<file path="src/rtl/spi_master_ctrl.sv">
// SPI master controller: accepts one host command per transaction, shifts the
// 10-bit frame {op, payload} out on MOSI MSB-first, and for read-data commands
// waits a turnaround window before assembling 8 MISO bits into a response.
// SS_n and MOSI are flop outputs loaded from the next-state decode, so they
// line up exactly with the state being entered and never glitch.
module spi_master_ctrl #(
  parameter int LEAD_CYCLES = 1,
  parameter int TURNAROUND  = 2,
  parameter int GAP         = 1
) (
  input  logic       clk,
  input  logic       rst_n,
  input  logic       cmd_valid,
  output logic       cmd_ready,
  input  logic [1:0] cmd_op,
  input  logic [7:0] cmd_payload,
  output logic       rsp_valid,
  output logic [7:0] rsp_data,
  output logic       busy,
  output logic       SS_n,
  output logic       MOSI,
  input  logic       MISO
);

  typedef enum logic [2:0] {
    S_IDLE,
    S_LEAD,
    S_SHIFT,
    S_TURN,
    S_SAMPLE,
    S_GAP
  } state_t;

  // Last in-state counter value for each timed state; LEAD_LAST is never
  // consulted when LEAD_CYCLES is zero because LEAD is then skipped.
  localparam logic [3:0] LEAD_LAST  = 4'(LEAD_CYCLES - 1);
  localparam logic [3:0] TURN_LAST  = 4'(TURNAROUND - 1);
  localparam logic [3:0] GAP_LAST   = 4'(GAP - 1);
  localparam logic [3:0] SHIFT_LAST = 4'd9;
  localparam logic [3:0] SAMPLE_LAST = 4'd7;
  localparam logic [1:0] OP_RD_DATA = 2'b11;

  state_t      state;
  state_t      state_nxt;
  logic [3:0]  cnt;
  logic [3:0]  cnt_nxt;
  logic [9:0]  frame;
  logic [9:0]  frame_nxt;
  logic [7:0]  rx_sh;
  logic        ss_n_nxt;
  logic        mosi_nxt;
  logic        sample_done;

  assign cmd_ready   = (state == S_IDLE);
  assign busy        = (state != S_IDLE);
  assign sample_done = (state == S_SAMPLE) && (cnt == SAMPLE_LAST);

  // Next-state, in-state counter and frame capture; the counter restarts at
  // zero on every state change so it never wraps inside a state.
  always_comb begin
    state_nxt = state;
    cnt_nxt   = cnt + 4'd1;
    frame_nxt = frame;
    case (state)
      S_IDLE: begin
        cnt_nxt = 4'd0;
        if (cmd_valid) begin
          frame_nxt = {cmd_op, cmd_payload};
          state_nxt = (LEAD_CYCLES > 0) ? S_LEAD : S_SHIFT;
        end
      end
      S_LEAD: begin
        if (cnt == LEAD_LAST) begin
          state_nxt = S_SHIFT;
          cnt_nxt   = 4'd0;
        end
      end
      S_SHIFT: begin
        if (cnt == SHIFT_LAST) begin
          state_nxt = (frame[9:8] == OP_RD_DATA) ? S_TURN : S_GAP;
          cnt_nxt   = 4'd0;
        end
      end
      S_TURN: begin
        if (cnt == TURN_LAST) begin
          state_nxt = S_SAMPLE;
          cnt_nxt   = 4'd0;
        end
      end
      S_SAMPLE: begin
        if (cnt == SAMPLE_LAST) begin
          state_nxt = S_GAP;
          cnt_nxt   = 4'd0;
        end
      end
      S_GAP: begin
        if (cnt == GAP_LAST) begin
          state_nxt = S_IDLE;
          cnt_nxt   = 4'd0;
        end
      end
      default: begin
        state_nxt = S_IDLE;
        cnt_nxt   = 4'd0;
      end
    endcase
  end

  // Serial line values for the state being entered: select low in the four
  // active states, MOSI carries frame bit (9 - cnt) only while shifting.
  always_comb begin
    ss_n_nxt = 1'b1;
    mosi_nxt = 1'b0;
    if (state_nxt inside {S_LEAD, S_SHIFT, S_TURN, S_SAMPLE}) begin
      ss_n_nxt = 1'b0;
    end
    if (state_nxt == S_SHIFT) begin
      mosi_nxt = frame_nxt[SHIFT_LAST - cnt_nxt];
    end
  end

  // Control and registered outputs; async reset drops SS_n immediately and
  // kills any pending response.
  always_ff @(posedge clk or negedge rst_n) begin
    if (!rst_n) begin
      state     <= S_IDLE;
      cnt       <= 4'd0;
      SS_n      <= 1'b1;
      MOSI      <= 1'b0;
      rsp_valid <= 1'b0;
      rsp_data  <= 8'd0;
    end else begin
      state     <= state_nxt;
      cnt       <= cnt_nxt;
      SS_n      <= ss_n_nxt;
      MOSI      <= mosi_nxt;
      rsp_valid <= sample_done;
      if (sample_done) begin
        rsp_data <= {rx_sh[6:0], MISO};
      end
    end
  end

  // Datapath: latched frame and MISO deserialiser, first sample lands in bit 7.
  always_ff @(posedge clk) begin
    frame <= frame_nxt;
    if (state == S_SAMPLE) begin
      rx_sh <= {rx_sh[6:0], MISO};
    end
  end

endmodule

</file>
<file path="config.mk">
export PLATFORM = sky130hd
export DESIGN_NAME = spi_master_ctrl
export DESIGN_NICKNAME = d
export VERILOG_FILES = /design/src/rtl/spi_master_ctrl.sv
export SDC_FILE = /design/constraint.sdc
export NUM_CORES = 1
export LEC_CHECK = 0
export ABC_AREA = 1
export CAP_MARGIN = 10
export CORE_UTILIZATION = 35
export DETAILED_ROUTE_END_ITERATION = 12
export PLACE_DENSITY = 0.6
export REMOVE_ABC_BUFFERS = 1
export SETUP_SLACK_MARGIN = 0.05
export SLEW_MARGIN = 15
export SYNTH_ARGS = -nofsm -noshare
export SYNTH_HDL_FRONTEND = slang
export SYNTH_SLANG_ARGS = --single-unit
</file>
<file path="constraint.sdc">
create_clock -name clk -period 5.6 [get_ports clk]
set_input_delay 1.12 -clock clk [delete_from_list [all_inputs] [get_ports clk]]
set_output_delay 1.12 -clock clk [all_outputs]
set_load 0.02 [all_outputs]
</file>
==> flow_summary.ini <==
[clock_tree]
ctsResizeCount = 0
cts_root_buf = clkbuf_8
clock_latency_ps = 290
cts.sinks = 35
postCtsHoldBufs = 0
cts_tree = done
cts_setup_buffers = 0
path_clk_slew_ps = 60
htree_levels = 2
clk_path_buf_depth = 2
cts-buffers-inserted = 5

[route]
drt_iter0_drc = 65
vias = 1349
drc = 0
avgViaCountPerCell = 4.67
firstDrtPassIters = 4
routedWlPerCell_um = 11.1
drtAntennaViolNets = 0
routed_wl_mm = 3.20

[setup_path]
required_ps = 4480
critPathLaunchType = flip-flop
reg2reg_from = cnt[0]
cp_num_buf_inv = 2
critPathSlowestCell = clkdlybuf4s50_1
path_cells = nor2_2 -> nand2_1 -> inv_1 -> clkdlybuf4s50_1
endpoint_kind = output port
critPathKind = flip-flop to output port
path_max_fanout = 5
cpPeakStageDelay_ps = 600
critPathLaunch = state[1]
critPathTopFamily = buffers and inverters
critPathArrivalTime_ps = 1650

[die]
core_area_um2 = 4690
die_area_um2 = 5160
io_pins = 27
die_x_um = 71.8
num_rows = 25
start_util_pct = 36.3
fp.dieH_um = 71.8

[yosys]
synth_warnings = 0
synth_cell_types = 30
seq_area_frac_synth_pct = 50.6
avgSynthCellArea_um2 = 8.32
synth-seq-cells = 35
synthesis.instances = 205
synth_area_um2 = 1710

[sta]
fin_skew_ps = 5.30
setup_viol = 0
fin_ws_ps = 2830
worst_pin_slew_ps = 853
setup_tns_ps = 0
maxSlewViolCount = 0
min_period_ps = 2770
relSlewSlack_pct = 43.0
finalHoldViolCount = 0
period_share_pct = 49.4
rsz0062_at_grt = no
max_freq_mhz = 361

[final_layout]
area.growth.synth_to_final_pct = 22.5
regArea_um2 = 862
drive_above_1_share_pct = 13.2
layout_commonest_cell = nand2_1
num-fill-cells = 497
layout_common_cells = nand2_1, clkdlybuf4s50_1, nand3_1
multiInputGateArea_um2 = 727
fin_nets = 252
insertedDiodeCount = 0

[power]
p_per_area_nw_per_um2 = 462
p_leak_nw = 1.02
max-vdd-ir-drop_mv = 0.254

[place]
dp_slack_ps = 2840
dp_hpwl_mm = 2.46
gp_congestion = 0.787
portBuffers = 26

[job]
cap_violations = 0

[global_route]
grt_pass1_vias = 1248
grt_pass1_wl_mm = 5.44
antenna_found_initial = 0
grt_usage_pct = 13.9
grt_overflow = 0
grt_max_degree = 19

[worst_hold_path]
hp-start = rx_sh[6]
hold_class = flip-flop to flip-flop

[outcome]
status = complete, no violations
## worst min-delay path: cells and delay by family, from the launching register on
kind          cells  cell delay, ps
simple gates      2             100
flops             1             320
## registers in the layout, summed over array words and instances, names as in the netlist
name / cells
rsp_valid: 1
frame: 10
rsp_data: 8
state: 3
SS_n: 1
MOSI: 1
cnt: 4
rx_sh: 7
## metal layers
| layer | global-route usage, % | wire length, um | vias up |
|---|---|---|---|
| met5 | 0 | 0 | - |
| met4 | 2.61 | 21 | 0 |
| met3 | 5.63 | 172 | 4 |
| met2 | 24.5 | 1560 | 33 |
| met1 | 16.0 | 1450 | 611 |
| li1 | - | - | 701 |
## area by class of cell
class	instances	share of cell area, %
clock buffers	7	3.65
clock inverters	1	0.240
inverters	24	4.31
multi-input cells	142	34.8
flip-flops and latches	35	41.3
well taps	54	3.24
repair buffers	26	12.5
## final timing paths
check                         endpoint  slack (ps)  depth (start not counted)
setup / recovery             cmd_ready        2830                          4
hold / removal             rsp_data[7]         440                          2
setup reg to reg                  MOSI        3260                         12
hold reg to reg            rsp_data[7]         440                          2
max in group asynchronous       cnt[0]        3780                          1
min in group asynchronous  rsp_data[3]        1310                          1
## through the flow
| step | instance area (um^2) | utilization (%) | instances | total power [mW] | hold slack, ps |
|---|---|---|---|---|---|
| after global routing | 2090 | 44.5 | 289 | 1.04 | 468 |
| after detailed placement | 2010 | 42.8 | 281 | 0.799 | 432 |
| final | 2090 | 44.5 | 289 | 0.965 | 445 |
| after global placement | 2010 | 42.8 | 281 | 0.797 | 430 |
| after floorplan | 1680 | - | 201 | 0.684 | 423 |
| after CTS | 2090 | 44.5 | 289 | 0.974 | 448 |
## report_power, final
group          switching, mW  leakage [nW]  internal (mW)  total (mW)
Sequential            0.0302         0.384          0.322       0.352
Combinational          0.275         0.592          0.165       0.441
Clock                 0.0849        0.0422         0.0871       0.172
Total                  0.390          1.02          0.575       0.965
## cell usage after synthesis
| cell | number | area [um^2] |
|---|---|---|
| edfxtp_1 | 7 | 210 |
| nand3_2 | 1 | 10.0 |
| a31oi_2 | 1 | 12.5 |
| dfstp_2 | 1 | 26.3 |
| o311ai_0 | 1 | 8.76 |
| nand3b_2 | 1 | 11.3 |
| nor4_4 | 1 | 21.3 |
| nand2_2 | 6 | 37.5 |
| a21oi_1 | 1 | 5.00 |
| inv_2 | 8 | 30.0 |
| xor2_1 | 3 | 26.3 |
| nand4_1 | 1 | 6.26 |
| inv_1 | 16 | 60.1 |
| o21ai_0 | 4 | 20.0 |
| ha_1 | 4 | 50.1 |
| buf_2 | 3 | 15.0 |
| a211oi_1 | 1 | 7.51 |
| nand2_1 | 67 | 251 |
| xnor2_1 | 1 | 8.76 |
| dfxtp_1 | 10 | 200 |
| o31ai_1 | 1 | 7.51 |
| nand3b_1 | 1 | 7.51 |
| nor3_1 | 1 | 5.00 |
| nand2_4 | 2 | 22.5 |
| dfrtp_1 | 17 | 425 |
| buf_6 | 1 | 11.3 |
| nand3_1 | 22 | 110 |
| or2_0 | 2 | 12.5 |
| nor2_2 | 4 | 25.0 |
| nor2_1 | 16 | 60.1 |
## cell families (layout without fill, tap and decap cells)
family	after synthesis	after routing	synth area share (%)
buffers and inverters	28	58	6.82
XOR/XNOR	4	4	2.05
AND/OR/NAND/NOR	125	125	34.0
adder cells (fa/ha/maj)	4	4	2.93
AO/OA/AOI/OAI	9	9	3.60
flip-flops	35	35	50.6
No activity file was read; power rests on OpenSTA's default activity.
